===== src/rtl/lsp_cb_pkg.sv =====
// Shared constants for the scalar LSP codebook search: Q15.16 format, FSM encoding,
// and per-dimension codebook geometry for the 2400 bit/s encoder.
package lsp_cb_pkg;

  localparam int unsigned FRAC_BITS   = 16;
  localparam int unsigned DATA_W      = 32;
  localparam int unsigned NUM_CB      = 10;
  localparam int unsigned CB_SIZE_DEF = 16;
  localparam int unsigned ADDR_W_DEF  = 4;

  // Address width of codebooks cb1..cb10 (36 bits of scalar LSP index in total).
  localparam int unsigned CB_ADDR_W [NUM_CB] = '{4, 4, 4, 4, 4, 4, 4, 3, 3, 2};

  typedef enum logic [1:0] {
    StIdle   = 2'd0,
    StSearch = 2'd1,
    StDone   = 2'd2
  } state_e;

  function automatic int unsigned cb_size(input int unsigned dim);
    return 32'd1 << CB_ADDR_W[dim];
  endfunction

endpackage


===== src/rtl/lsp_abs_diff.sv =====
// Combinational |a - b| of two signed Q15.16 values, widened by one bit so the
// magnitude never wraps.
module lsp_abs_diff #(
  parameter int unsigned N = 32
) (
  input  logic [N-1:0] a_i,
  input  logic [N-1:0] b_i,
  output logic [N:0]   mag_o
);

  logic [N:0] diff;

  assign diff  = {a_i[N-1], a_i} - {b_i[N-1], b_i};
  // A diff of -2^N negates to 2^N, which is still the right unsigned magnitude.
  assign mag_o = diff[N] ? (N+1)'(-diff) : diff;

endmodule


===== src/rtl/lsp_cb_search.sv =====
// Sequential nearest-neighbour search over one scalar LSP codebook ROM; sweeps one
// entry per cycle and reports the lowest-index minimum-error entry.
module lsp_cb_search
  import lsp_cb_pkg::*;
#(
  parameter int unsigned N       = DATA_W,
  parameter int unsigned CB_SIZE = CB_SIZE_DEF,
  parameter int unsigned ADDR_W  = ADDR_W_DEF
) (
  input  logic              clk,
  input  logic              rst,
  input  logic              start,
  input  logic [N-1:0]      target_in,
  output logic [ADDR_W-1:0] cb_addr,
  input  logic [N-1:0]      cb_data,
  output logic              busy,
  output logic              done,
  output logic [ADDR_W-1:0] best_index,
  output logic [N:0]        best_error
);

  localparam logic [ADDR_W-1:0] LastAddr = ADDR_W'(CB_SIZE - 1);

  state_e            state_q, state_d;
  logic              req_q;
  logic [N-1:0]      target_q;
  logic [ADDR_W-1:0] addr_q;
  logic              valid_q;
  logic [ADDR_W-1:0] min_idx_q;
  logic [N:0]        min_err_q;
  logic [ADDR_W-1:0] best_idx_q;
  logic [N:0]        best_err_q;
  logic [N:0]        err;

  lsp_abs_diff #(
    .N(N)
  ) u_abs_diff (
    .a_i  (target_q),
    .b_i  (cb_data),
    .mag_o(err)
  );

  always_ff @(posedge clk) begin
    if (rst) begin
      state_q <= StIdle;
    end else begin
      state_q <= state_d;
    end
  end

  // An accepted start is held in req_q for one cycle before the sweep begins.
  always_comb begin
    state_d = state_q;
    unique case (state_q)
      StIdle:   if (req_q) state_d = StSearch;
      StSearch: if (addr_q == LastAddr) state_d = StDone;
      StDone:   state_d = StIdle;
      default:  state_d = StIdle;
    endcase
  end

  always_ff @(posedge clk) begin
    if (rst) begin
      req_q      <= 1'b0;
      target_q   <= '0;
      addr_q     <= '0;
      valid_q    <= 1'b0;
      min_idx_q  <= '0;
      min_err_q  <= '0;
      best_idx_q <= '0;
      best_err_q <= '0;
    end else begin
      unique case (state_q)
        StIdle: begin
          if (req_q) begin
            req_q   <= 1'b0;
            addr_q  <= '0;
            valid_q <= 1'b0;
          end else if (start) begin
            req_q    <= 1'b1;
            target_q <= target_in;
          end
        end
        StSearch: begin
          // Strict compare keeps the lowest index on ties.
          if (!valid_q || err < min_err_q) begin
            min_err_q <= err;
            min_idx_q <= addr_q;
            valid_q   <= 1'b1;
          end
          addr_q <= (addr_q == LastAddr) ? '0 : addr_q + 1'b1;
        end
        StDone: begin
          best_idx_q <= min_idx_q;
          best_err_q <= min_err_q;
        end
        default: ;
      endcase
    end
  end

  assign cb_addr = addr_q;

  always_comb begin
    busy       = 1'b0;
    done       = 1'b0;
    best_index = best_idx_q;
    best_error = best_err_q;
    unique case (state_q)
      StSearch: busy = 1'b1;
      StDone: begin
        done       = 1'b1;
        best_index = min_idx_q;
        best_error = min_err_q;
      end
      default: ;
    endcase
  end

endmodule


===== config.mk =====
export PLATFORM = sky130hd
export DESIGN_NAME = lsp_cb_search
export DESIGN_NICKNAME = d
export VERILOG_FILES = /design/src/rtl/lsp_cb_pkg.sv /design/src/rtl/lsp_abs_diff.sv /design/src/rtl/lsp_cb_search.sv
export SDC_FILE = /design/constraint.sdc
export NUM_CORES = 1
export LEC_CHECK = 0
export ABC_AREA = 1
export CAP_MARGIN = 10
export CORE_MARGIN = 2
export CORE_UTILIZATION = 57
export CTS_BUF_LIST = sky130_fd_sc_hd__clkbuf_16
export DETAILED_ROUTE_END_ITERATION = 6
export PLACE_DENSITY = 0.82
export SETUP_SLACK_MARGIN = 0.15
export SLEW_MARGIN = 5
export SYNTH_ARGS = -nofsm -noshare
export SYNTH_HDL_FRONTEND = slang
export SYNTH_SLANG_ARGS = --single-unit

===== constraint.sdc =====
create_clock -name clk -period 5.7 [get_ports clk]
set_input_delay 1.14 -clock clk [delete_from_list [all_inputs] [get_ports clk]]
set_output_delay 1.14 -clock clk [all_outputs]
set_load 0.01 [all_outputs]

==> reports/results.ini <==
[run_status]
run_status=finished clean

[floorplan]
pin_count=110
start_util_pct=57.5
core_mm2=0.0150
dieArea_mm2=0.0162
rows=45
fp.dieH_um=127
die_w_um=127

[timing]
tightest_slew_ns=0.957
hold_violations=0
finalCritPeriodShare_pct=93.8
fin_ws_ns=0.355
max_freq_mhz=187
fin_skew_ns=0.00787
setup_violations=0
rsz0062_at_grt=false
period_needed_ns=5.34
slew_headroom_pct=36.1
slew_viol_final=0

[clocking]
ctsHoldBuffers=0
clock-sinks=114
htreeDepth=4
clk_pin_slew_worst_paths_ns=0.05
cts_root_buf=clkbuf_16
cts_max_path_buffers=2
cts_tree=built
clock_latency_ns=0.42
cts_made_buffers=17

[global_route]
grt_pass1_vias=8028
grt_max_degree=61
grt_remaining_overflow=0
grt_pass1_wl_um=35600
grtUsageTotal_pct=26.6
grt_antenna_before_repair=0

[detailed_routing]
drt_iter0_drc=495
vias=8821
wl_per_cell_um=12.1
wl_met2_um=9810
drcViolationCount=0
totalWireLength_um=21000
via_per_inst=5.08
detail-route-antenna-nets=0
wl_met3_um=991
m1WireLength_um=9660
top_layer=met4
drt_pre_antenna_iters=5

[logic_synthesis]
syn_nets=1560
syn_area_per_cell_um2=6.06
synth_ff_type=dfxtp_1
netlist_area_mm2=0.00865
synth-edff-count=0
yosysUniqueCellTypes=43
ys_seq_area_share_pct=26.4
synthCells=1426
ys_async_sr_fraction_pct=0
ys.warnings.count=0
synth_seq_cells=114

[finish]
syn_to_final_growth_pct=23.5
final_util_pct=71.1
seqCellArea_mm2=0.00228
fill_cells=1281
fin_nets=1670
drive_gt1_share_pct=10.3
final_area_mm2=0.0107
multi_input_area_mm2=0.00524
antennaDiodeCount=0

[place]
dp_hpwl_um=15800
dpl-instance-area_mm2=0.00991
portBuffers=109
gp_congestion=0.959
place_ws_ns=-0.0749

[critical_path]
cp_data_arrival_time_ns=5.64
crit_required_ns=5.99
worstRegToRegCells=28
startpoint_type=primary input
timing_worst_setup_path_type=in -> reg
crit_fanout=28
endpoint_kind=register

[job]
max_cap_violations=0

[worst_hold_path]
hp-class=reg -> reg
holdPathStages=2

[power]
ir_worst_vdd_mv=0.230
powerDensity_mw_per_mm2=289
leakagePower_nw=5.81

-- what timing repair did --
action / in CTS / in global routing
setup buffers: 0 / 7
setup endpoints to repair: 0 / 37
endpoints found under the hold margin: 0 / 0
gates resized for setup: 0 / 44
-- registers in the layout, indices dropped and copies added (netlist names) --
register    flops
target_q       32
best_idx_q      4
min_err_q      33
min_idx_q       4
best_err_q     33
req_q           1
state_q         2
valid_q         1
cb_addr         4
-- critical path, stage by stage --
cell,delay (ns)
clkdlybuf4s50_1,0.41
ha_2,0.21
fa_1,0.57
ha_2,0.20
inv_1,0.04
nor2_1,0.09
nand3_1,0.11
nor2_1,0.10
nand2_1,0.09
nor2_4,0.15
nand3_4,0.10
nor2_4,0.18
nand4_1,0.16
nor3_2,0.30
ha_1,0.30
nand2_1,0.06
inv_1,0.04
nand3_1,0.11
inv_1,0.09
nand2_1,0.08
nand3_1,0.07
a31oi_1,0.19
nand3_1,0.10
nand2_1,0.09
nand2_2,0.08
buf_12,0.20
o21ai_0,0.28
inv_1,0.08
-- metal layers --
layer | track usage, % | vias to the layer above
li1 | - | 4634
met1 | 33.8 | 3876
met2 | 45.4 | 267
met3 | 4.44 | 44
met4 | 10.4 | 0
met5 | 0 | -
-- synth_stat cells, types with 2 or more instances --
cell type,count,area (um2)
nor3_2,2,20.0
clkbuf_1,25,93.8
nand3_2,7,70.1
o21bai_1,3,22.5
xnor2_1,5,43.8
nand3_1,65,325
nor3_1,5,25.0
o21ai_0,109,546
or2_2,38,238
nand3b_1,10,75.1
nor4_1,2,12.5
nand2_1,333,1250
nand2_2,18,113
ha_1,66,826
dfxtp_1,114,2280
a21oi_1,76,380
nand4_1,14,87.6
nor2_2,9,56.3
nor2_1,182,683
a31oi_1,2,12.5
nor2_4,3,33.8
xor2_1,15,131
buf_2,6,30.0
inv_1,288,1080
inv_2,2,7.51
buf_1,3,11.3
o21ai_1,6,30.0
and2_1,3,18.8
-- kinds of logic (layout without fill, tap and decap cells) --
family | count (synthesis) | count (layout) | synth area share [%]
XOR/XNOR | 20 | 20 | 2.03
flip-flops | 114 | 114 | 26.4
adder cells (fa/ha/maj) | 67 | 67 | 9.78
AO/OA/AOI/OAI | 204 | 204 | 12.2
buffers and inverters | 327 | 449 | 14.4
AND/OR/NAND/NOR | 694 | 694 | 35.2
-- worst paths after layout --
check | from | to | slack [ns]
setup / recovery | cb_data[0] | min_err_q[22] | 0.36
hold / removal | target_q[0] | target_q[0] | 0.47
setup reg to reg | target_q[0] | min_err_q[22] | 1.16
hold reg to reg | target_q[0] | target_q[0] | 0.47
-- per-stage QoR --
stage	setup TNS [ns]	cells	total power, W	hold WS [ns]
floorplan	0	1426	0.00172	0.433
global placement	-0.0425	1698	0.00195	0.449
detailed placement	-0.907	1698	0.00200	0.459
CTS	0	1729	0.00305	0.468
global route	0	1736	0.00332	0.495
finish	0	1736	0.00309	0.466
-- layout make-up --
class                   count  area share (%)
multi-input cells         985            49.1
flip-flops and latches    114            21.4
repair buffers            126            11.7
inverters                 292            10.3
clock buffers              17            3.98
well taps                 188            2.20
clock inverters            14            1.39
-- power by group --
group          switching, W  internal [W]  leakage (nW)
logic              0.000716      0.000438          4.59
clock network      0.000377      0.000674         0.290
registers         0.0000342      0.000851         0.931
-- cells in the final DEF (no fill, tap or decap), types with 3 or more instances in the layout --
master	instances
nand2_1	326
inv_1	290
nor2_1	176
dfxtp_1	114
clkdlybuf4s50_1	108
o21ai_0	106
a21oi_1	75
nand3_1	65
ha_1	57
or2_2	38
nand2_2	24
clkbuf_16	17
nand4_1	14
buf_4	14
nor2_2	12
xor2_1	12
nand3b_1	10
o21ai_1	9
ha_2	9
nand3_2	6
nor2_4	6
xnor2_1	5
inv_2	4
nor3_1	4
clkinv_2	4
and2_1	3
nor3_2	3
xor2_2	3
o21bai_1	3
bufinv_16	3
buf_12	3
No activity file was read; power rests on OpenSTA's default activity.
